$ cat config.mk
export PLATFORM = sky130hd
export DESIGN_NAME = regbank_controller
export DESIGN_NICKNAME = d
export VERILOG_FILES = /design/src/rtl/regbank_controller_pkg.sv /design/src/rtl/regbank_sweep_counter.sv /design/src/rtl/regbank_controller.sv
export SDC_FILE = /design/constraint.sdc
export NUM_CORES = 1
export LEC_CHECK = 0
export CORE_ASPECT_RATIO = 0.5
export CORE_UTILIZATION = 50
export CTS_BUF_LIST = sky130_fd_sc_hd__clkbuf_2
export DETAILED_ROUTE_END_ITERATION = 12
export PLACE_DENSITY = 0.82
export RECOVER_POWER = 25
export SETUP_SLACK_MARGIN = 0.4
export SLEW_MARGIN = 15
export SYNTH_ARGS = -nofsm -noshare
export SYNTH_HDL_FRONTEND = slang
export SYNTH_SLANG_ARGS = --single-unit
$ cat constraint.sdc
create_clock -name clk -period 2.2 [get_ports clk]
set_input_delay 0.66 -clock clk [delete_from_list [all_inputs] [get_ports clk]]
set_output_delay 0.66 -clock clk [all_outputs]
set_load 0.05 [all_outputs]
$ cat src/rtl/regbank_controller_pkg.sv
// Shared types and defaults for the register bank controller.
// Also provides the default geometry used by the register bank itself.
package regbank_controller_pkg;

    localparam int ADDR_W_DEF = 5;
    localparam int DATA_W_DEF = 8;

    typedef enum logic [2:0] {
        ST_CLEAR = 3'd0,
        ST_IDLE  = 3'd1,
        ST_WRITE = 3'd2,
        ST_READ  = 3'd3,
        ST_RESP  = 3'd4
    } state_t;

endpackage

$ cat src/rtl/regbank_sweep_counter.sv
// Address counter for the post-reset clear sweep.
// Saturates at the last entry so the sweep never makes a second pass.
module regbank_sweep_counter
    import regbank_controller_pkg::*;
#(
    parameter int ADDR_W = ADDR_W_DEF
) (
    input  logic              clk,
    input  logic              reset,
    input  logic              en,
    output logic [ADDR_W-1:0] count,
    output logic              tc
);

    localparam int DEPTH = 2 ** ADDR_W;

    assign tc = (count == ADDR_W'(DEPTH - 1));

    always_ff @(posedge clk or posedge reset) begin
        if (reset) begin
            count <= '0;
        end else if (en && !tc) begin
            count <= count + 1'b1;
        end
    end

endmodule

$ cat src/rtl/regbank_controller.sv
// Sole initiator of the register bank: clears it after reset, then
// serialises pipeline read/write requests into single-cycle accesses.
module regbank_controller
    import regbank_controller_pkg::*;
#(
    parameter int ADDR_W         = ADDR_W_DEF,
    parameter int DATA_W         = DATA_W_DEF,
    parameter bit CLEAR_ON_RESET = 1'b1
) (
    input  logic              clk,
    input  logic              reset,
    input  logic              req_valid,
    output logic              req_ready,
    input  logic              req_write,
    input  logic [ADDR_W-1:0] req_addr,
    input  logic [DATA_W-1:0] req_wdata,
    output logic              rsp_valid,
    input  logic              rsp_ready,
    output logic [DATA_W-1:0] rsp_rdata,
    output logic              busy,
    output logic [ADDR_W-1:0] rb_addr,
    output logic [DATA_W-1:0] rb_data_in,
    output logic              rb_write,
    input  logic [DATA_W-1:0] rb_data_out
);

    localparam state_t RST_STATE = CLEAR_ON_RESET ? ST_CLEAR : ST_IDLE;

    state_t            state;
    logic              sweep_last;
    logic              rd_phase;
    logic [ADDR_W-1:0] lat_addr;
    logic [DATA_W-1:0] lat_wdata;
    logic [ADDR_W-1:0] sweep_cnt;
    logic              sweep_tc;
    logic              sweep_en;

    assign sweep_en = (state == ST_CLEAR) && !sweep_last;

    regbank_sweep_counter #(
        .ADDR_W (ADDR_W)
    ) u_sweep (
        .clk   (clk),
        .reset (reset),
        .en    (sweep_en),
        .count (sweep_cnt),
        .tc    (sweep_tc)
    );

    always_ff @(posedge clk or posedge reset) begin
        if (reset) begin
            state      <= RST_STATE;
            sweep_last <= 1'b0;
            rd_phase   <= 1'b0;
            lat_addr   <= '0;
            lat_wdata  <= '0;
            rb_write   <= 1'b0;
            rb_addr    <= '0;
            rb_data_in <= '0;
            req_ready  <= 1'b0;
            rsp_valid  <= 1'b0;
            rsp_rdata  <= '0;
            busy       <= CLEAR_ON_RESET;
        end else begin
            unique case (state)
                ST_CLEAR: begin
                    // Outputs lag one edge, so leave only after the
                    // last entry has been presented for a full cycle.
                    if (sweep_last) begin
                        rb_write  <= 1'b0;
                        busy      <= 1'b0;
                        req_ready <= 1'b1;
                        state     <= ST_IDLE;
                    end else begin
                        rb_write   <= 1'b1;
                        rb_addr    <= sweep_cnt;
                        rb_data_in <= '0;
                        sweep_last <= sweep_tc;
                    end
                end
                ST_IDLE: begin
                    rb_write <= 1'b0;
                    if (req_valid && req_ready) begin
                        req_ready <= 1'b0;
                        lat_addr  <= req_addr;
                        lat_wdata <= req_wdata;
                        state     <= req_write ? ST_WRITE : ST_READ;
                    end else begin
                        req_ready <= 1'b1;
                    end
                end
                ST_WRITE: begin
                    rb_write   <= 1'b1;
                    rb_addr    <= lat_addr;
                    rb_data_in <= lat_wdata;
                    req_ready  <= 1'b1;
                    state      <= ST_IDLE;
                end
                ST_READ: begin
                    rb_write <= 1'b0;
                    if (!rd_phase) begin
                        rb_addr  <= lat_addr;
                        rd_phase <= 1'b1;
                    end else begin
                        rd_phase  <= 1'b0;
                        rsp_rdata <= rb_data_out;
                        rsp_valid <= 1'b1;
                        state     <= ST_RESP;
                    end
                end
                ST_RESP: begin
                    if (rsp_ready) begin
                        rsp_valid <= 1'b0;
                        req_ready <= 1'b1;
                        state     <= ST_IDLE;
                    end
                end
                default: begin
                    state <= RST_STATE;
                end
            endcase
        end
    end

endmodule
**Word level (Yosys, flattened, before mapping)**

Cells that the tools add are included.

- Reduce and logical (&&, ||, !) cells: 20
- Mux-type cells: 22
- Eq/ne operators: 11
- Add/sub/neg operators: 1

Operator list:

| operator | number |
|---|---|
| $pmux W8 S2 | 1 |
| $pmux W3 S5 | 1 |
| $pmux W5 S3 | 1 |
| $mux W3 | 4 |
| $ne A2 B2 Y1 const B | 6 |
| $mux W5 | 2 |
| $mux W1 | 9 |
| $reduce_and A3 Y1 | 3 |
| $mux W8 | 1 |
| $reduce_and A2 Y1 | 4 |
| $eq A3 B2 Y1 const B | 2 |
| $reduce_bool A3 Y1 | 2 |
| $add A5 B1 Y5 const B | 1 |
| $eq A5 B5 Y1 const B | 1 |
| $pmux W1 S4 | 1 |
| $reduce_and A4 Y1 | 1 |
| $reduce_bool A2 Y1 | 2 |
| $reduce_bool A4 Y1 | 1 |
| $eq A3 B1 Y1 const B | 1 |
| $eq A3 B3 Y1 const B | 1 |
| $logic_and A1 B1 Y1 | 3 |
| $logic_not A3 Y1 | 1 |
| $pmux W1 S3 | 1 |
| $logic_not A1 Y1 | 2 |
| 2 further kinds | 2 |

- Flip-flop bits (word level): 48
- Logic and storage cells: 67
- Bits of input ports: 26
- Output and inout port bits: 25

**Logic depth before layout (Yosys ltp)**

- Depth after elaboration: 3
- Gate-level depth with buffers: 5

**Hierarchy**

Synthesis repeated with hierarchy kept, for this count alone.

- Cells, all modules: 145
- Area, all modules: 2025.7 sq um

By module, submodules not included:

| module | area each (sq um) | seq. area each (sq um) | cells an instance | times used |
|---|---|---|---|---|
| regbank_controller | 1786.7 | 1077.3 | 128 | 1 |
| regbank_sweep_counter | 239.0 | 125.1 | 17 | 1 |

**Least setup slack after synthesis**

No wires, ideal clock.

- Path type: register -> register
- Start point: reg req_ready
- End point: reg lat_addr[0]
- Stages on the path, launching flop included: 5
- Path slack: 0.450 ns
- Arrival time: 1.625 ns
- Data required time: 2.075 ns
- Setup time: 0.125 ns
- Period minus slack after synthesis: 1.750 ns
- Path buffers: 1
- Cells stage by stage: dfrtp_1 and3b_1 and2_0 buf_4 mux2_2

- Longest elaborated chain between the ends: 2

Ends and longest elaborated chain:

| what | RTL line | text |
|---|---|---|
| start: declaration | regbank_controller.sv:13 | `output logic req_ready,` |
| start signal: assignment | regbank_controller.sv:60 | `req_ready <= 1'b0;` |
| start signal: assignment | regbank_controller.sv:72 | `req_ready <= 1'b1;` |
| start signal: assignment | regbank_controller.sv:84 | `req_ready <= 1'b0;` |
| $logic_and A1 B1 Y1 | regbank_controller.sv:83 | `if (req_valid && req_ready) begin` |
| $reduce_and A2 Y1 (no source line) | - |  |
| end signal: assignment | regbank_controller.sv:85 | `lat_addr <= req_addr;` |
| end: declaration | regbank_controller.sv:32 | `logic [ADDR_W-1:0] lat_addr;` |

No other way between the ends.
A chain may end at the register's enable or synchronous reset.

**Final worst setup path**

- Start point: reg busy
- End point: out busy

RTL lines:

| what | RTL line | text |
|---|---|---|
| start: declaration | regbank_controller.sv:20 | `output logic busy,` |
| start signal: assignment | regbank_controller.sv:63 | `busy <= CLEAR_ON_RESET;` |
| start signal: assignment | regbank_controller.sv:71 | `busy <= 1'b0;` |

No word-level cell between the ends.

==> results.json <==
{
  "grt_usage": 0.196,
  "hold_viol_final": 0,
  "ctsRootBufferMaster": "clkbuf_2",
  "hold_path_class": "register to register",
  "cts_hold_buf": 0,
  "clock_latency_ns": 0.42,
  "setup_slack_ns": 0.368,
  "ys_ff_latch": 48,
  "numCtsBuffers": 5,
  "cts_tree": "built",
  "cpMaxStageDelayCell": "dfstp_2",
  "ys_seq_area_frac": 0.600,
  "grt_max_degree": 21,
  "p_per_area_mw_per_mm2": 1440,
  "fp.dieArea_mm2": 0.00428,
  "drc_errors": 0,
  "die_width_um": 91.5,
  "rsz0062_at_grt": "yes",
  "gr-usage-met2": 0.314,
  "crit_arrival_ns": 1.17,
  "numPortBuffers": 50,
  "skew_ns": 0.00596,
  "crit_type": "register to output port",
  "synth.distinct_cells": 40,
  "vias": 1360,
  "required_ns": 1.54,
  "reg2reg_depth": 3,
  "fin_crit_ns": 1.83,
  "wl_um": 3910,
  "crit_fanout": 2,
  "yosysWarnings": 0,
  "path_depth": 1,
  "busiest_layer": "met2",
  "period_share": 0.833,
  "ant_nets": 0,
  "layout.nets": 236,
  "path_delay_family": "flip-flops",
  "clk_pin_slew_ns": 0.24,
  "relSlewSlack": 0.412,
  "slew_viol_final": 0,
  "grt-ovfl-total": 0,
  "async_flop_share": 1.00,
  "grt_use_met1": 0.258,
  "setup_tns_ns": 0,
  "clock_sinks": 48,
  "grt_first_pass_wirelength_um": 6140,
  "htree_levels": 2,
  "synth_edf_count": 0,
  "syn-num-nets": 174,
  "synth_area_mm2": 0.00200,
  "antenna_cells": 0,
  "ir_drop_mv": 0.857,
  "place_ws_ns": 0.0630,
  "ios": 51,
  "tightest_slew_ns": 0.877,
  "drive_above_1_share": 0.368,
  "hpwlAfterDp_um": 2800,
  "critPathLaunchType": "register",
  "ys.flop_type": "dfrtp_1",
  "via_per_inst": 5.23,
  "drt_iter0_drc": 50,
  "yosys.area.top_type": "dfrtp_1",
  "finalSetupViolCount": 0,
  "slowest_delay_ns": 0.61,
  "clock_tree.buffer_depth": 2,
  "worst_setup_path_end_kind": "output port",
  "final_util": 0.719,
  "met3_usage": 0.0663,
  "synth_top_area_share": 0.587,
  "crit_path_cell_trace": "buf_8",
  "rows": 15,
  "firstDrtPassIters": 4,
  "core_mm2": 0.00362,
  "area_delta_synth_final_pct": 30.0,
  "start_util": 0.553,
  "grt_pass1_vias": 1290,
  "timing.fmax_mhz": 546,
  "gp_congestion": 0.730,
  "synth_area_per_cell_um2": 13.7,
  "power.leakage_nw": 1.10,
  "whs_path_depth": 1,
  "total_power_mw": 3.75,
  "antenna_found_initial": 0,
  "wl_per_cell_um": 15.0,
  "path_buf_inv": 1,
  "synth.top_cells.by_area": "dfrtp_1, mux2_2, a22o_1",
  "cap_viol_max_count": 0,
  "outcome": "finished clean",
  "die_y_um": 46.8,
  "syn_inst": 146
}
[layer usage]
metal	vias up	wire length, um
met1	662	1880
met5	-	0
met4	0	17
met2	47	1780
li1	648	-
met3	3	230
[registers in the layout, indices dropped and copies added (netlist names), 3 cells and up]
signal	cells
rb_data_in	8
u_sweep.count	5
rb_addr	5
lat_addr	5
rsp_rdata	8
lat_wdata	8
state	3
[through the flow]
step                      hold WS, ns  instances  area (um^2)
after detailed placement        0.473        245         2580
after global routing            0.526        260         2600
after floorplan                 0.450        146         2010
final                           0.507        260         2600
after global placement          0.469        245         2580
after CTS                       0.506        253         2520
[cells in the mapped netlist (all sizes together), types with 3 or more instances]
library cell,n
dfrtp,47
mux2,23
a22o,8
nand2,8
buf,5
o221a,5
a21oi,4
inv,4
or2b,4
nor2,3
xor2,3
[cell families after synthesis]
logic type | count (synthesis) | share of synthesized area
flops | 48 | 0.600
fa+ha+maj | 2 | 0.0125
xor+xnor | 4 | 0.0175
simple gates | 34 | 0.107
mux | 23 | 0.129
compound gates | 25 | 0.107
buf+inv | 10 | 0.0262
[repair_timing]
action                                 in CTS  in global routing
gates resized for setup                   113                 23
setup buffers                               0                  7
endpoints found under the hold margin       0                  0
setup endpoints to repair                  23                 20
[cell type report]
cell class,count,area [um^2]
Timing Repair Buffer,61,529
Fill cell,262,1020
Sequential cell,48,1200
Tap cell,51,63.8
Multi-Input combinational cell,88,748
Clock inverter,3,18.8
Clock buffer,5,25.0
Inverter,4,16.3
[power by group]
group	internal, mW	switching (mW)	leakage, nW
registers	1.23	0.265	0.553
clock network	0.0734	0.293	0.0226
logic	0.787	1.10	0.528
[cell usage in the layout, fill, tap and decap left out, types with 4 or more instances in the layout]
| master | synthesis | layout |
|---|---|---|
| o221a_2 | 5 | 5 |
| a22o_1 | 8 | 8 |
| nand2_1 | 8 | 8 |
| buf_4 | 1 | 15 |
| mux2_2 | 23 | 23 |
| dfrtp_1 | 47 | 47 |
| a21oi_1 | 4 | 4 |
| clkbuf_2 | 0 | 6 |
| clkdlybuf4s50_1 | 0 | 24 |
| or2b_1 | 4 | 4 |
| clkbuf_4 | 0 | 15 |
[path summary, 6_finish.rpt]
| path | slack [ns] | start | endpoint |
|---|---|---|---|
| max | 0.37 | busy | busy |
| min | 0.51 | u_sweep.count[3] | u_sweep.count[3] |
| max reg2reg | 0.46 | state[1] | u_sweep.count[4] |
| min reg2reg | 0.51 | u_sweep.count[3] | u_sweep.count[3] |
| max in group asynchronous | 0.53 | reset | rsp_rdata[1] |
| min in group asynchronous | 0.78 | reset | rb_data_in[0] |
Power figures use the tool's default switching activity.
